--- src/rtl/lcd_responder.sv ---
// lcd_responder: HD44780-style panel model with an 80-byte DDRAM, busy timing, status/data reads
// and a registered DDRAM read port for mirroring.
module lcd_responder #(
  parameter int BUSY_CYCLES  = 2000,
  parameter int CLEAR_CYCLES = 82000
) (
  input  logic       clk,
  input  logic       rst_n,
  input  logic       lcd_en,
  input  logic       lcd_rs,
  input  logic       lcd_rw,
  input  logic [7:0] lcd_data_in,
  output logic [7:0] lcd_data_out,
  output logic       lcd_data_oe,
  output logic       busy,
  output logic       display_on,
  output logic       cursor_on,
  output logic       blink_on,
  output logic       two_line,
  output logic [6:0] cursor_addr,
  output logic [5:0] disp_shift,
  input  logic [6:0] rd_addr,
  output logic [7:0] rd_char,
  output logic       proto_err
);
  localparam int MAXC = BUSY_CYCLES > CLEAR_CYCLES ? BUSY_CYCLES : CLEAR_CYCLES;
  localparam int CW = $clog2(MAXC + 1);

  typedef enum logic [1:0] {RESET_CLEAR, IDLE, BUSY, CLEAR} state_t;

  state_t state_q, state_d;
  logic [CW-1:0] cnt_q, cnt_d;
  logic [6:0] clr_q, clr_d, ac_q, ac_d;
  logic [5:0] sh_q, sh_d;
  logic disp_q, disp_d, cur_q, cur_d, blink_q, blink_d, tl_q, tl_d;
  logic id_q, id_d, es_q, es_d, perr_q, perr_d, oe_q, oe_d;
  logic [7:0] dout_q, dout_d, rdc_q, rdc_d;
  logic [2:0] en_q;
  logic [1:0] rs_q, rw_q;
  logic [7:0] dat1_q, dat2_q;
  logic [7:0] mem [80];
  logic [7:0] ac_m, rd_m, new_m, ac_byte, wd;
  logic [6:0] wa;
  logic fall, rise, we;

  // {valid, physical index}; physical index = line*40 + col
  function automatic logic [7:0] map_addr(input logic [6:0] a, input logic tl);
    if (!tl) return (a <= 7'h4F) ? {1'b1, a} : 8'h00;
    if (a <= 7'h27) return {1'b1, a};
    return (a >= 7'h40 && a <= 7'h67) ? {1'b1, a - 7'd24} : 8'h00;
  endfunction

  function automatic logic [6:0] ac_step(input logic [6:0] a, input logic up, input logic tl);
    if (up) return tl ? (a == 7'h27 ? 7'h40 : a == 7'h67 ? 7'h00 : a + 7'd1)
                      : (a == 7'h4F ? 7'h00 : a + 7'd1);
    return tl ? (a == 7'h40 ? 7'h27 : a == 7'h00 ? 7'h67 : a - 7'd1)
              : (a == 7'h00 ? 7'h4F : a - 7'd1);
  endfunction

  function automatic logic [5:0] sh_step(input logic [5:0] s, input logic up);
    return up ? (s == 6'd39 ? 6'd0 : s + 6'd1) : (s == 6'd0 ? 6'd39 : s - 6'd1);
  endfunction

  assign fall    = en_q[2] & ~en_q[1];
  assign rise    = en_q[0] & ~en_q[1];
  assign ac_m    = map_addr(ac_q, tl_q);
  assign rd_m    = map_addr(rd_addr, tl_q);
  assign new_m   = map_addr(dat2_q[6:0], tl_q);
  assign ac_byte = ac_m[7] ? mem[ac_m[6:0]] : 8'h20;
  assign busy    = state_q != IDLE;

  always_comb begin
    state_d = state_q;
    cnt_d   = cnt_q;
    clr_d   = clr_q;
    ac_d    = ac_q;
    sh_d    = sh_q;
    disp_d  = disp_q;
    cur_d   = cur_q;
    blink_d = blink_q;
    tl_d    = tl_q;
    id_d    = id_q;
    es_d    = es_q;
    we      = 1'b0;
    wa      = ac_m[6:0];
    wd      = dat2_q;
    perr_d  = perr_q | (fall & busy & (~rw_q[1] | rs_q[1]));
    oe_d    = en_q[0] & rw_q[0];
    dout_d  = (rise & rw_q[0]) ? (rs_q[0] ? ac_byte : {busy, ac_q}) : dout_q;
    rdc_d   = rd_m[7] ? mem[rd_m[6:0]] : 8'h20;
    case (state_q)
      RESET_CLEAR, CLEAR: begin
        we    = 1'b1;
        wa    = clr_q;
        wd    = 8'h20;
        clr_d = clr_q + 7'd1;
        if (state_q == CLEAR) cnt_d = cnt_q - CW'(1);
        if (clr_q == 7'd79) begin
          clr_d   = 7'd0;
          state_d = (state_q == RESET_CLEAR || cnt_q == '0) ? IDLE : BUSY;
        end
      end
      BUSY: begin
        cnt_d = cnt_q - CW'(1);
        if (cnt_q == '0) state_d = IDLE;
      end
      default: if (fall && !(rw_q[1] && !rs_q[1])) begin
        state_d = BUSY;
        cnt_d   = CW'(BUSY_CYCLES - 1);
        if (rs_q[1]) begin
          ac_d = ac_step(ac_q, id_q, tl_q);
          if (!rw_q[1]) begin
            we = ac_m[7];
            if (es_q) sh_d = sh_step(sh_q, id_q);
          end
        end else if (dat2_q[7]) begin
          ac_d   = new_m[7] ? dat2_q[6:0] : 7'd0;
          perr_d = perr_q | ~new_m[7];
        end else if (dat2_q[6]) begin
        end else if (dat2_q[5]) begin
          tl_d = dat2_q[3];
        end else if (dat2_q[4]) begin
          if (dat2_q[3]) sh_d = sh_step(sh_q, dat2_q[2]);
          else ac_d = ac_step(ac_q, dat2_q[2], tl_q);
        end else if (dat2_q[3]) begin
          {disp_d, cur_d, blink_d} = dat2_q[2:0];
        end else if (dat2_q[2]) begin
          {id_d, es_d} = dat2_q[1:0];
        end else if (dat2_q[1] | dat2_q[0]) begin
          ac_d  = 7'd0;
          sh_d  = 6'd0;
          cnt_d = CW'(CLEAR_CYCLES - 1);
          if (!dat2_q[1]) begin
            id_d    = 1'b1;
            clr_d   = 7'd0;
            state_d = CLEAR;
          end
        end
      end
    endcase
  end

  always_ff @(posedge clk) if (we) mem[wa] <= wd;

  always_ff @(posedge clk or negedge rst_n) begin
    if (!rst_n) begin
      state_q <= RESET_CLEAR;
      cnt_q   <= '0;
      clr_q   <= 7'd0;
      ac_q    <= 7'd0;
      sh_q    <= 6'd0;
      disp_q  <= 1'b0;
      cur_q   <= 1'b0;
      blink_q <= 1'b0;
      tl_q    <= 1'b0;
      id_q    <= 1'b1;
      es_q    <= 1'b0;
      perr_q  <= 1'b0;
      oe_q    <= 1'b0;
      dout_q  <= 8'h00;
      rdc_q   <= 8'h00;
      en_q    <= 3'b000;
      rs_q    <= 2'b00;
      rw_q    <= 2'b00;
      dat1_q  <= 8'h00;
      dat2_q  <= 8'h00;
    end else begin
      state_q <= state_d;
      cnt_q   <= cnt_d;
      clr_q   <= clr_d;
      ac_q    <= ac_d;
      sh_q    <= sh_d;
      disp_q  <= disp_d;
      cur_q   <= cur_d;
      blink_q <= blink_d;
      tl_q    <= tl_d;
      id_q    <= id_d;
      es_q    <= es_d;
      perr_q  <= perr_d;
      oe_q    <= oe_d;
      dout_q  <= dout_d;
      rdc_q   <= rdc_d;
      en_q    <= {en_q[1:0], lcd_en};
      rs_q    <= {rs_q[0], lcd_rs};
      rw_q    <= {rw_q[0], lcd_rw};
      dat1_q  <= lcd_data_in;
      dat2_q  <= dat1_q;
    end
  end

  assign lcd_data_out = dout_q;
  assign lcd_data_oe  = oe_q;
  assign display_on   = disp_q;
  assign cursor_on    = cur_q;
  assign blink_on     = blink_q;
  assign two_line     = tl_q;
  assign cursor_addr  = ac_q;
  assign disp_shift   = sh_q;
  assign rd_char      = rdc_q;
  assign proto_err    = perr_q;
endmodule
--- config.mk ---
export PLATFORM = sky130hd
export DESIGN_NAME = lcd_responder
export DESIGN_NICKNAME = d
export VERILOG_FILES = /design/src/rtl/lcd_responder.sv
export SDC_FILE = /design/constraint.sdc
export NUM_CORES = 2
export LEC_CHECK = 0
export ABC_CLOCK_PERIOD_IN_PS = 3100
export CORE_MARGIN = 1.5
export CORE_UTILIZATION = 25
export DETAILED_ROUTE_END_ITERATION = 10
export PLACE_DENSITY_LB_ADDON = 0.1
export SKIP_CTS_REPAIR_TIMING = 1
export SLEW_MARGIN = 5
export SYNTH_ARGS = -nofsm -noshare
export SYNTH_HDL_FRONTEND = slang
export SYNTH_SLANG_ARGS = --single-unit
--- constraint.sdc ---
create_clock -name clk -period 3.1 [get_ports clk]
set_input_delay 0.62 -clock clk [delete_from_list [all_inputs] [get_ports clk]]
set_output_delay 0.62 -clock clk [all_outputs]
set_load 0.01 [all_outputs]
# After elaboration in Yosys (flattened, before gate mapping)
# Memories as Yosys holds them, arrays and structs flattened.
# Cells that the tools add are included.
word_totals:
  reg_bits: 86
  ram_bits: 640
  input_bits: 20
  out_inout_bits: 36
  wordCells: 254
  mem_count: 1
mem_list:
  columns: ["name", "words", "width", "read_ports", "rd_clocked_by_memory_dff", "write_ports", "line_no", "text"]
  rows:
  - ["mem", 80, 8, 2, 0, 1, "41", "logic [7:0] mem [80];"]
op_classes:
  n_addsub: 9
  order_cmp: 12
  n_eq_ne: 33
  mux: 129
  bitwise_logic: 21
  reduce_logical: 29
ops:
  columns: ["operator", "n"]
  rows:
  - ["7-bit two-way mux", 34]
  - ["8-bit two-way mux", 22]
  - ["17-bit two-way mux", 10]
  - ["6-bit two-way mux", 15]
  - ["7-bit <= comparator, second input constant", 6]
  - ["1-bit two-way mux", 40]
  - ["17-bit case mux with 2 select lines", 1]
  - ["7-bit == test, second input constant", 4]
  - ["11-bit AND reduction", 2]
  - ["7-bit >= comparator, second input constant", 3]
  - ["7-bit by 6-bit <= comparator with 1-bit output, second input constant", 3]
  - ["7-bit by 5-bit subtractor with 7-bit output, second input constant", 3]
  - ["2-bit by 1-bit != test with 1-bit output, second input constant", 10]
  - ["17-bit zero test", 1]
  - ["17-bit by 1-bit subtractor with 17-bit output, second input constant", 1]
  - ["2-bit != test, second input constant", 8]
  - ["3-bit by 2-bit != test with 1-bit output, second input constant", 5]
  - ["7-bit by 1-bit adder with 7-bit output, second input constant", 2]
  - ["7-bit case mux with 2 select lines", 1]
  - ["1-bit NOT", 11]
  - ["10-bit AND reduction", 1]
  - ["9-bit AND reduction", 1]
  - ["2-bit two-way mux", 4]
  - ["8-bit AND reduction", 1]
  - ["27 further kinds", 44]

# Depth between registers and ports, before layout
depth:
  ltp_word: 16
  mapped_depth: 14
  depth_no_buf: 10

# Worst setup path after synthesis
# OpenSTA, ideal clock, no wires.
synth_timing:
  path_type: "reg-to-reg"
  start: "reg ac_q[3], in the netlist cursor_addr[3]"
  end: "mem mem[35][0] (enable)"
  arrival_time_ns: 3.097
  t_required_ns: 2.730
  setup_slack_ns: -0.367
  path_stages_with_launch: 14
  path_buffers: 3
  synth_period_minus_slack_ns: 3.467
  path_cell_list: "dfrtp_1 -> buf_4 -> clkinv_1 -> ha_1 -> nand4_4 -> a211o_1 -> buf_4 -> nand3_2 -> buf_6 -> o41ai_1 -> nand2_1 -> o21ai_2 -> nand2_1 -> nor2_1"
synth_between:
  elab_chain_len: 12
synth_lines:
  columns: ["item", "line_no", "text"]
  rows:
  - ["start: declaration", "33", "logic [6:0] clr_q, clr_d, ac_q, ac_d;"]
  - ["start signal: assignment", "150", "ac_q <= 7'd0;"]
  - ["start signal: assignment", "171", "ac_q <= ac_d;"]
  - ["7-bit <= comparator", "48", "if (!tl) return (a <= 7'h4F) ? {1'b1, a} : 8'h00;"]
  - ["8-bit two-way mux (2 in a row)", "48", null]
  - ["8-bit two-way mux", "49", "if (a <= 7'h27) return {1'b1, a};"]
  - ["8-bit two-way mux", "50", "return (a >= 7'h40 && a <= 7'h67) ? {1'b1, a - 7'd24} : 8'h00;"]
  - ["8-bit two-way mux (*)", "49", null]
  - ["1-bit two-way mux", "112", "if (!rw_q[1]) begin"]
  - ["1-bit two-way mux", "110", "if (rs_q[1]) begin"]
  - ["1-bit two-way mux", "107", "default: if (fall && !(rw_q[1] && !rs_q[1])) begin"]
  - ["1-bit case mux with 2 select lines", "91", "case (state_q)"]
  - ["1-bit two-way mux", "143", "always_ff @(posedge clk) if (we) mem[wa] <= wd;"]
  - ["1-bit two-way mux (not written as such)", "143", null]
  - ["end: declaration", "41", null]
# Every way passes the cells marked *; elsewhere a longest branch is shown, timed or not. The select of a mux whose other input is x is not followed.

# Final worst setup path
layout_timing:
  start: "in rd_addr[4]"
  end: "reg rdc_q[4], in the netlist rd_char[4]"
layout_between:
  elab_chain_len: 8
layout_lines:
  columns: ["item", "line_no", "text"]
  rows:
  - ["start: declaration", "22", "input logic [6:0] rd_addr,"]
  - ["7-bit <= comparator", "48", null]
  - ["8-bit two-way mux (2 in a row)", "48", null]
  - ["8-bit two-way mux", "49", null]
  - ["8-bit two-way mux", "50", null]
  - ["8-bit two-way mux (*)", "49", null]
  - ["memory read 80 x 8 bit", null, null]
  - ["8-bit two-way mux (*)", "90", "rdc_d = rd_m[7] ? mem[rd_m[6:0]] : 8'h20;"]
  - ["net rdc_d[4]", "37", "logic [7:0] dout_q, dout_d, rdc_q, rdc_d;"]
  - ["end signal: assignment", "182", "rdc_q <= rdc_d;"]
  - ["end: declaration", "37", null]
# The timed path passes the listed nets; every way through them passes the cells marked *. The select of a mux whose other input is x is not followed.
# A chain may end at the register's enable or synchronous reset.

==> summary.txt <==
Route
  • WL/cell: 31.8 um
  • Iter 0 DRT Violations: 3,283
  • DR DRC count: 0
  • Via count: 31,502
  • Vias per inst: 5.41
  • Post-route antenna net violation count: 0
  • Initial DRT Pass Iterations: 8
  • Total Wirelength: 185,000 um

CTS
  • CTS H-tree depth: 3
  • Num CTS Buffers: 91
  • Reg clk slew, reported paths: 0.06 ns
  • CTS sink cnt: 726
  • CTS tree: done
  • Clock Latency Late Sink: 0.76 ns
  • Max Buffers Root-to-Sink: 3
  • Root Driver: clkbuf_16

Run status
  • Failing checks: negative setup slack
  • Status: finished with violations

GRT
  • First-pass GRT wire length: 251,000 um
  • Number of global-route vias before repair: 30,853
  • Largest net degree at the start of global routing: 81
  • GRT Total Usage: 23.5%
  • Initial antenna violation count: 6
  • Congestion Overflow GR: 0

Finish
  • Final Cell Area: 0.0522 mm2
  • Final #Nets: 3,763
  • Commonest non-fill, non-tap cell in the layout: edfxtp_1
  • Share of layout cells above drive strength 1: 33.4%
  • Most frequent cells in the layout: edfxtp_1, buf_4, nor2_1
  • Layout area overhead: 38.8%

Synthesis
  • Flops & latches, synth: 726
  • Synth Net Count: 3,139
  • Mapped Area: 0.0376 mm2
  • Synthesized instance count: 3,100
  • Top cell type's share of synthesized area: 51.1%
  • Distinct cells, synth: 102
  • Post-synth EDFFs: 640
  • Ys async rst share: 11.8%
  • Cell taking the most area after synthesis: edfxtp_1
  • Post-Syn Area per Cell: 12.1 um2
  • Area contributors post-synth: edfxtp_1, dfrtp_1, mux2i_1
  • Register area share after synthesis: 56.9%
  • Main flop type after synthesis: edfxtp_1
  • Synth warn: 0

STA
  • Clock Skews: 0.0818 ns
  • Worst-Margin Slew: 1.05 ns
  • Worst rel slew slack: 29.7%
  • Crit path time final: 3.34 ns
  • Final Setup Violations: 333
  • WHS: 0.328 ns
  • Final slew viol count: 0
  • Setup ws final: -0.238 ns
  • Tcrit/Tclk final: 108%
  • RSZ-0062 raised after global routing: yes
  • Final hold vios: 0
  • Maximum clock frequency: 300 MHz

Worst setup path
  • Critical Path AT: 4.02 ns
  • Startpoint type of the worst setup path: primary input
  • Worst Path Required: 3.78 ns
  • Worst setup EP type: flip-flop
  • Setup CP Type: in2reg
  • Crit Path Max Fanout: 7

Floorplan
  • Starting Density: 25.1%
  • Boundary pin count: 56
  • Die H: 391 um
  • Core ar.: 0.150 mm2
  • Die width: 391 um
  • # rows: 142
  • Die ar.: 0.153 mm2

Power and ir drop
  • P per Cell Area: 442 mW/mm2
  • Power Internal: 17.5 mW
  • Logic pwr share: 6.2%
  • Worst VDD drop: 399 uV
  • Power share of the clock group: 47.8%
  • Switch share: 23.9%
  • Switching pwr: 5.52 mW
  • Sequential share of power: 46.0%
  • Total power: 23.1 mW
  • Leakage Power: 16.5 nW

Place
  • Area after DPL: 0.0469 mm2
  • # port buffers: 55
  • HPWL Detailed: 135,000 um
  • Final Wtd Congestion: 0.965

Hold path
  • Worst min-delay path class: in2reg

Job
  • Max-capacitance violation count: 0
flip-flops by register name (all words and copies together) (netlist names):
signal and cells:
en_q 3, lcd_data_out 8, clr_q 7, es_q 1, display_on 1, cursor_on 1, rs_q 2, dat2_q 8
cnt_q 17, cursor_addr 7, rd_char 8, disp_shift 6, id_q 1, blink_on 1, lcd_data_oe 1, mem 640
proto_err 1, two_line 1, rw_q 2, dat1_q 8, state_q 2
cell families after synthesis:
logic type	after synthesis	synth area share, %
multiplexers	350	11.5
XOR/XNOR	14	0.326
flip-flops	726	56.9
AO/OA/AOI/OAI	922	17.5
buffers and inverters	292	3.56
AND/OR/NAND/NOR	777	9.68
adder cells (fa/ha/maj)	19	0.633
Yosys cell counts, types with 29 or more instances:
| cell type | number |
|---|---|
| a211oi_1 | 76 |
| a21oi_1 | 166 |
| a221oi_1 | 30 |
| a31oi_1 | 34 |
| buf_2 | 87 |
| clkbuf_1 | 105 |
| dfrtp_1 | 85 |
| edfxtp_1 | 640 |
| inv_1 | 49 |
| mux2_2 | 84 |
| mux2i_1 | 210 |
| mux4_2 | 56 |
| nand2_1 | 185 |
| nand2b_1 | 30 |
| nand3_1 | 55 |
| nor2_1 | 300 |
| nor3_1 | 56 |
| o211ai_1 | 29 |
| o21ai_0 | 142 |
| o221ai_1 | 59 |
| o22ai_1 | 81 |
layer usage:
metal  vias up  routed length [um]  global-route usage (%)
li1      13634                   -                       -
met1     16147               79100                    31.6
met2      1408               85500                    38.2
met3       309               13300                    4.20
met4         4                7240                    7.39
met5         -                  26                       0
power by group through the flow:
stage                     Clock, mW  Combinational (mW)  Sequential [mW]
after global routing           11.7                1.48             10.6
after CTS                      11.3                1.38             10.6
final                          11.0                1.43             10.6
after global placement            0                1.37             10.8
after floorplan                   0               0.535             10.8
after detailed placement          0                1.37             10.8
final timing paths:
kind                                                 start                     endpoint  slack [ns]  cells after the start
worst min-delay path                        lcd_data_in[1]          dat1_q[1]$_DFF_PN0_        0.33                      1
min in group asynchronous                            rst_n         cnt_q[0]$_DFFE_PN0P_        0.36                      2
worst min register to register         dat1_q[1]$_DFF_PN0_          dat2_q[1]$_DFF_PN0_        0.36                      0
worst max-delay path                            rd_addr[4]         rd_char[4]$_DFF_PN0_       -0.24                     15
max in group asynchronous                            rst_n          dat1_q[5]$_DFF_PN0_        1.94                      3
worst max register to register  cursor_addr[1]$_DFFE_PN0P_  lcd_data_out[5]$_DFFE_PN0P_       -0.22                     14
stage by stage:
| stage | setup WS [ns] | util, % | TNS [ns] | cells |
|---|---|---|---|---|
| after floorplan | -0.0863 | - | -12.03 | 3100 |
| after global placement | -1.55 | 31.4 | -430.14 | 5589 |
| after detailed placement | -1.18 | 31.4 | -408.63 | 5589 |
| after CTS | -0.942 | 33.4 | -380.54 | 5759 |
| after global routing | -0.247 | 34.8 | -41.01 | 5817 |
| final | -0.238 | 34.9 | -18.18 | 5825 |
area by class of cell:
cell class | count | area, um2
timing repair buffer | 769 | 8220
clock inverter | 61 | 702
fill | 14711 | 97400
clock buffer | 109 | 2380
inverter | 53 | 208
tap | 2016 | 2520
antenna | 8 | 20.0
sequential | 726 | 21400
multi-input combinational | 2083 | 16700
critical path, cell delays in order:
cell and delay [ns]:
clkdlybuf4s50_1 0.46, buf_4 0.16, inv_1 0.07, ha_1 0.19, nor2b_1 0.25, buf_4 0.18, a221oi_1 0.07, o21ai_0 0.45
nand3_1 0.23, buf_4 0.24, a31oi_1 0.28, buf_4 0.17, nand4_1 0.31, buf_4 0.26, nand3_1 0.07
Note: power is estimated with default switching activity, not from simulation.
